===== src/rtl/spi_master.sv =====
// SPI master: one word per rising edge of i_SPI_Send_Sync, configurable CPOL, sample edge,
// word width, SCLK half-period and optional MISO deglitch filter.
module spi_master #(
    parameter logic IDLE_VALUE_for_Clk    = 1'b0,
    parameter logic IDLE_VALUE_for_MOSI   = 1'b0,
    parameter logic DATA_VALID_at_FALLING = 1'b0,
    parameter int   Tran_width            = 32,
    parameter logic DE_GLITCH_Enable      = 1'b0,
    parameter int   CLK_HALF              = 5
) (
    input  logic                  c_clk_100m,
    input  logic                  i_rst,
    input  logic                  i_SPI_Send_Sync,
    input  logic [Tran_width-1:0] i_SPI_Send_Data,
    output logic                  o_SPI_Send_Over_ack,
    output logic                  o_SPI_Receive_Sync,
    output logic [Tran_width-1:0] o_SPI_Receive_Data,
    output logic                  o_SPI_Clk,
    output logic                  o_SPI_SS,
    output logic                  o_SPI_MOSI,
    input  logic                  i_SPI_MISO,
    output logic [2:0]            fsm_state
);

    localparam int CW = $clog2(CLK_HALF + 1);
    localparam int EW = $clog2(2 * Tran_width + 1);
    localparam logic [CW-1:0] HALF_LAST = CW'(CLK_HALF - 1);
    localparam logic [EW-1:0] EDGE_LAST = EW'(2 * Tran_width);
    // The first SCLK edge leaves the idle level; it samples when its direction matches the sample edge.
    localparam logic FIRST_IS_SAMPLE = (IDLE_VALUE_for_Clk == DATA_VALID_at_FALLING);

    typedef enum logic [2:0] {
        IDLE  = 3'd0,
        LEAD  = 3'd1,
        XFER  = 3'd2,
        TRAIL = 3'd3,
        GAP   = 3'd4
    } state_t;

    state_t                state;
    state_t                next_state;
    logic [CW-1:0]         cnt;
    logic [EW-1:0]         edge_cnt;
    logic [EW-1:0]         edge_num;
    logic                  sync_prev;
    logic                  start;
    logic                  half_done;
    logic                  do_edge;
    logic                  is_sample;
    logic                  last_edge;
    logic [Tran_width-1:0] tx_shift;
    logic [Tran_width-1:0] rx_shift;
    logic [Tran_width-1:0] rx_next;
    logic                  miso_s;

    assign start     = i_SPI_Send_Sync & ~sync_prev;
    assign fsm_state = state;

    always_ff @(posedge c_clk_100m) begin
        if (i_rst) state <= IDLE;
        else       state <= next_state;
    end

    always_comb begin
        next_state = state;
        do_edge    = 1'b0;
        half_done  = (cnt == HALF_LAST);
        edge_num   = edge_cnt + 1'b1;
        is_sample  = (edge_num[0] == FIRST_IS_SAMPLE);
        last_edge  = (edge_num == EDGE_LAST);
        rx_next    = rx_shift << 1;
        rx_next[0] = miso_s;
        case (state)
            IDLE:  if (start) next_state = LEAD;
            LEAD: begin
                if (half_done) begin
                    next_state = XFER;
                    do_edge    = 1'b1;
                end
            end
            // Each XFER half-period opens with an edge; the final half-period is edge-free.
            XFER: begin
                if (half_done) begin
                    if (edge_cnt == EDGE_LAST) next_state = TRAIL;
                    else                       do_edge    = 1'b1;
                end
            end
            TRAIL: if (half_done) next_state = GAP;
            GAP:   if (half_done) next_state = IDLE;
            default: next_state = IDLE;
        endcase
    end

    always_ff @(posedge c_clk_100m) begin
        if (i_rst) begin
            sync_prev           <= 1'b0;
            cnt                 <= '0;
            edge_cnt            <= '0;
            tx_shift            <= '0;
            rx_shift            <= '0;
            o_SPI_Clk           <= IDLE_VALUE_for_Clk;
            o_SPI_SS            <= 1'b1;
            o_SPI_MOSI          <= IDLE_VALUE_for_MOSI;
            o_SPI_Send_Over_ack <= 1'b0;
            o_SPI_Receive_Sync  <= 1'b0;
            o_SPI_Receive_Data  <= '0;
        end else begin
            sync_prev           <= i_SPI_Send_Sync;
            o_SPI_Send_Over_ack <= 1'b0;
            o_SPI_Receive_Sync  <= 1'b0;
            if (state == IDLE || half_done) cnt <= '0;
            else                            cnt <= cnt + 1'b1;

            if (state == IDLE && start) begin
                o_SPI_SS  <= 1'b0;
                o_SPI_Clk <= IDLE_VALUE_for_Clk;
                edge_cnt  <= '0;
                rx_shift  <= '0;
                if (FIRST_IS_SAMPLE) begin
                    o_SPI_MOSI <= i_SPI_Send_Data[Tran_width-1];
                    tx_shift   <= i_SPI_Send_Data << 1;
                end else begin
                    tx_shift   <= i_SPI_Send_Data;
                end
            end

            if (do_edge) begin
                o_SPI_Clk <= ~o_SPI_Clk;
                edge_cnt  <= edge_num;
                if (is_sample) begin
                    rx_shift <= rx_next;
                end else if (!last_edge) begin
                    // A trailing launch edge keeps the LSB on the line instead of shifting.
                    o_SPI_MOSI <= tx_shift[Tran_width-1];
                    tx_shift   <= tx_shift << 1;
                end
            end

            if (state == TRAIL && half_done) begin
                o_SPI_SS            <= 1'b1;
                o_SPI_MOSI          <= IDLE_VALUE_for_MOSI;
                o_SPI_Receive_Data  <= rx_shift;
                o_SPI_Receive_Sync  <= 1'b1;
                o_SPI_Send_Over_ack <= 1'b1;
            end
        end
    end

    generate
        if (DE_GLITCH_Enable) begin : g_deglitch
            logic [1:0] sync_ff;
            logic [1:0] hist;
            always_ff @(posedge c_clk_100m) begin
                if (i_rst) begin
                    sync_ff <= '0;
                    hist    <= '0;
                end else begin
                    sync_ff <= {sync_ff[0], i_SPI_MISO};
                    hist    <= {hist[0], sync_ff[1]};
                end
            end
            // Majority over the synchronizer output and its two predecessors.
            assign miso_s = (sync_ff[1] & hist[0]) | (sync_ff[1] & hist[1]) | (hist[0] & hist[1]);
        end else begin : g_direct
            assign miso_s = i_SPI_MISO;
        end
    endgenerate

endmodule


===== config.mk =====
export PLATFORM = sky130hd
export DESIGN_NAME = spi_master
export DESIGN_NICKNAME = d
export VERILOG_FILES = /design/src/rtl/spi_master.sv
export SDC_FILE = /design/constraint.sdc
export NUM_CORES = 1
export LEC_CHECK = 0
export BUFFER_PORTS_ARGS = -buffer_cell sky130_fd_sc_hd__buf_2
export CAP_MARGIN = 10
export CORE_ASPECT_RATIO = 0.5
export CORE_UTILIZATION = 55
export DETAILED_ROUTE_END_ITERATION = 8
export GPL_TIMING_DRIVEN = 1
export PLACE_DENSITY = 0.84
export SYNTH_ARGS = -nofsm -noshare
export SYNTH_HDL_FRONTEND = slang
export SYNTH_SLANG_ARGS = --single-unit

===== constraint.sdc =====
create_clock -name c_clk_100m -period 2.81 [get_ports c_clk_100m]
set_input_delay 0.4215 -clock c_clk_100m [delete_from_list [all_inputs] [get_ports c_clk_100m]]
set_output_delay 0.4215 -clock c_clk_100m [all_outputs]
set_load 0.01 [all_outputs]

==> flow_summary.toml <==
[min_path]
min_path_type = "in2reg"

[floorplan]
ios = 76
dieArea_um2 = 9380
core_um2 = 8350
rows = 23
dieWidth_um = 136
initial_utilization_pct = 59.2
dieHeight_um = 69.0

[timing]
fin_skew_ns = 0.00846
finalCritPeriodShare_pct = 86.8
fmax_mhz = 410
tightest_slew_ns = 0.822
hold_viol = 0
period_needed_ns = 2.44
rsz0062_at_grt = "false"
maxSlewViolCount = 0
totalNegativeSetupSlack_ns = 0
slew_headroom_pct = 45.2
finalSetupViolations = 0
setup_slack_ns = 0.372

[critical_path]
cp_slowest_cell = "dfxtp_1"
path_max_fanout = 33
cp_data_required_time_ns = 3.10
cp-start-kind = "register"
cp.arrival_ns = 2.73
max_stage_delay_ns = 0.45
crit_buf_inv = 2
end_kind = "register"
path_class = "reg2reg"
crit_family = "simple AND/OR/NAND/NOR gates"
crit_chain = "inv_1 > ha_1 > nor3b_1 > a211o_1 > nor4_4 > buf_12 > mux2_2"

[clocking]
cts-root-buf = "clkbuf_16"
cts_made_buffers = 17
post_cts_buffers = 0
clockBufferDepth = 2
path_clk_slew_ns = 0.05
insertion_delay_ns = 0.41
cts.sinks = 114
ctsHoldBuffers = 0
cts_max_level = 4
cts_resized = 0
cts_tree = "done"

[drt]
vias = 4312
wire_per_inst_um = 14.0
drc = 0
drt_iter0_drc = 253
dr.pass1.iters = 5
drt-total-wl_um = 10900
avgViaCountPerCell = 5.55
drtAntennaViolNets = 0

[global_routing]
grt_start_max_net_pins = 86
antenna_found_initial = 0
grt_overflow = 0
grt_pass1_vias = 3893
grt_pass1_wl_um = 17800
grt_util_all_layers_pct = 24.8

[yosys]
yosysTopAreaCellShare_pct = 46.2
synth_edf_count = 0
synth_area_leaders = "dfxtp_1 (46%), a21oi_1 (10%), nand2_1 (7.8%)"
synthFlopType = "dfxtp_1"
ys_types = 43
postSynthCellCount = 599
yosys.area.top_type = "dfxtp_1"
syn_area_um2 = 4940
ys_ff_latch = 114
ys_warn_count = 0
synth.net_count = 639
yosysSeqAreaShare_pct = 46.2
syn-mean-instance-area_um2 = 8.24
async_flop_share_pct = 0

[finish]
antennaDiodeCount = 0
fillers = 633
fin_area_um2 = 5960
final_common_cell = "dfxtp_1"
finish.net_count = 692
area_growth_syn_to_layout_pct = 20.7
final_cell_mix = "dfxtp_1 (114), nand2_1 (103), a21oi_1 (100)"
drive_gt1_share_pct = 21.7

[flow_run]
maxCapViolations = 0

[status]
status = "finished, final reports clean"

[placement]
pre_cts_slack_ns = 0.375
routabilityCongestion = 0.765
dp_hpwl_um = 6270
port_buffers = 75
placed_cell_area_um2 = 5350

[power]
p_leak_nw = 2.23
power_density_nw_per_um2 = 682
peakVddDrop_uv = 481
==> path summary, 6_finish.rpt <==
kind	startpoint	to	slack [ns]	cells after the start
worst max-delay path	edge_cnt[0]$_SDFFE_PP0P_	tx_shift[25]$_SDFF_PP0_	0.37	7
worst min-delay path	i_SPI_Send_Sync	sync_prev$_SDFF_PP0_	0.25	2
worst max register to register	edge_cnt[0]$_SDFFE_PP0P_	tx_shift[25]$_SDFF_PP0_	0.37	7
worst min register to register	cnt[0]$_SDFF_PP0_	cnt[0]$_SDFF_PP0_	0.45	1
==> Yosys cell counts (2+ instances only) <==
cell type	n
buf_4	3
nand2b_1	3
ha_1	4
or2_2	2
nor2_1	7
nand3_1	76
buf_6	3
and3_1	3
a21oi_1	100
dfxtp_1	114
mux2i_1	2
mux2_1	8
nor2b_1	31
a31oi_1	3
o21ai_0	33
clkbuf_1	43
a311oi_1	2
inv_1	5
or3_1	2
nor3b_1	3
xnor2_1	3
mux2_2	22
a211o_1	3
nand3b_1	2
nand2_1	103
buf_1	2
==> final cells by class <==
| cell class | instances | area, um^2 | share of cell area, % |
|---|---|---|---|
| repair buffers | 86 | 485 | 8.15 |
| flip-flops and latches | 114 | 2280 | 38.3 |
| well taps | 112 | 140 | 2.35 |
| clock buffers | 24 | 482 | 8.08 |
| inverters | 5 | 18.8 | 0.315 |
| multi-input cells | 428 | 2430 | 40.7 |
| clock inverters | 8 | 125 | 2.10 |
==> flip-flops by register name (all words and copies together), names as in the netlist, 3 cells and up <==
register            count
fsm_state               3
cnt                     3
o_SPI_Receive_Data     32
rx_shift               32
edge_cnt                7
tx_shift               32
==> kinds of logic (layout without fill, tap and decap cells) <==
family                     count (synthesis)  after routing  synth area share [%]
muxes                                     32             32                  7.25
xor gates and xnor gates                   3              3                 0.532
DFF                                      114            114                  46.2
and+or+nand+nor                          241            241                  23.8
AOI/OAI and AO/OA                        148            148                  16.1
adders and majority gates                  4              4                  1.01
buffers and inverters                     57            123                  5.04
==> report_power, final <==
| part | total (W) | switching [W] | internal (W) |
|---|---|---|---|
| Clock | 0.00219 | 0.000726 | 0.00146 |
| Combinational | 0.000210 | 0.000128 | 0.0000822 |
| Sequential | 0.00167 | 0.0000158 | 0.00165 |
| Total | 0.00407 | 0.000869 | 0.00320 |
==> per-stage QoR <==
stage	cells	hold WS (ns)	util [%]	power [W]
3_3_place_gp	745	0.432	64.1	0.00190
6_report	777	0.253	71.4	0.00407
5_1_grt	777	0.258	71.4	0.00418
3_5_place_dp	745	0.441	64.1	0.00191
2_1_floorplan	599	0.417	-	0.00184
4_1_cts	777	0.246	71.4	0.00409
==> per-layer routing <==
layer | wire (um) | up-vias | share of wire [%] | GRT usage [%]
met1 | 4920 | 1996 | 45 | 29.2
li1 | - | 2182 | - | -
met2 | 5260 | 116 | 48 | 43.7
met5 | 0 | - | 0 | 0
met4 | 172 | 0 | 1.6 | 11.8
met3 | 531 | 18 | 4.9 | 5.99
Note: power is estimated with default switching activity, not from simulation.
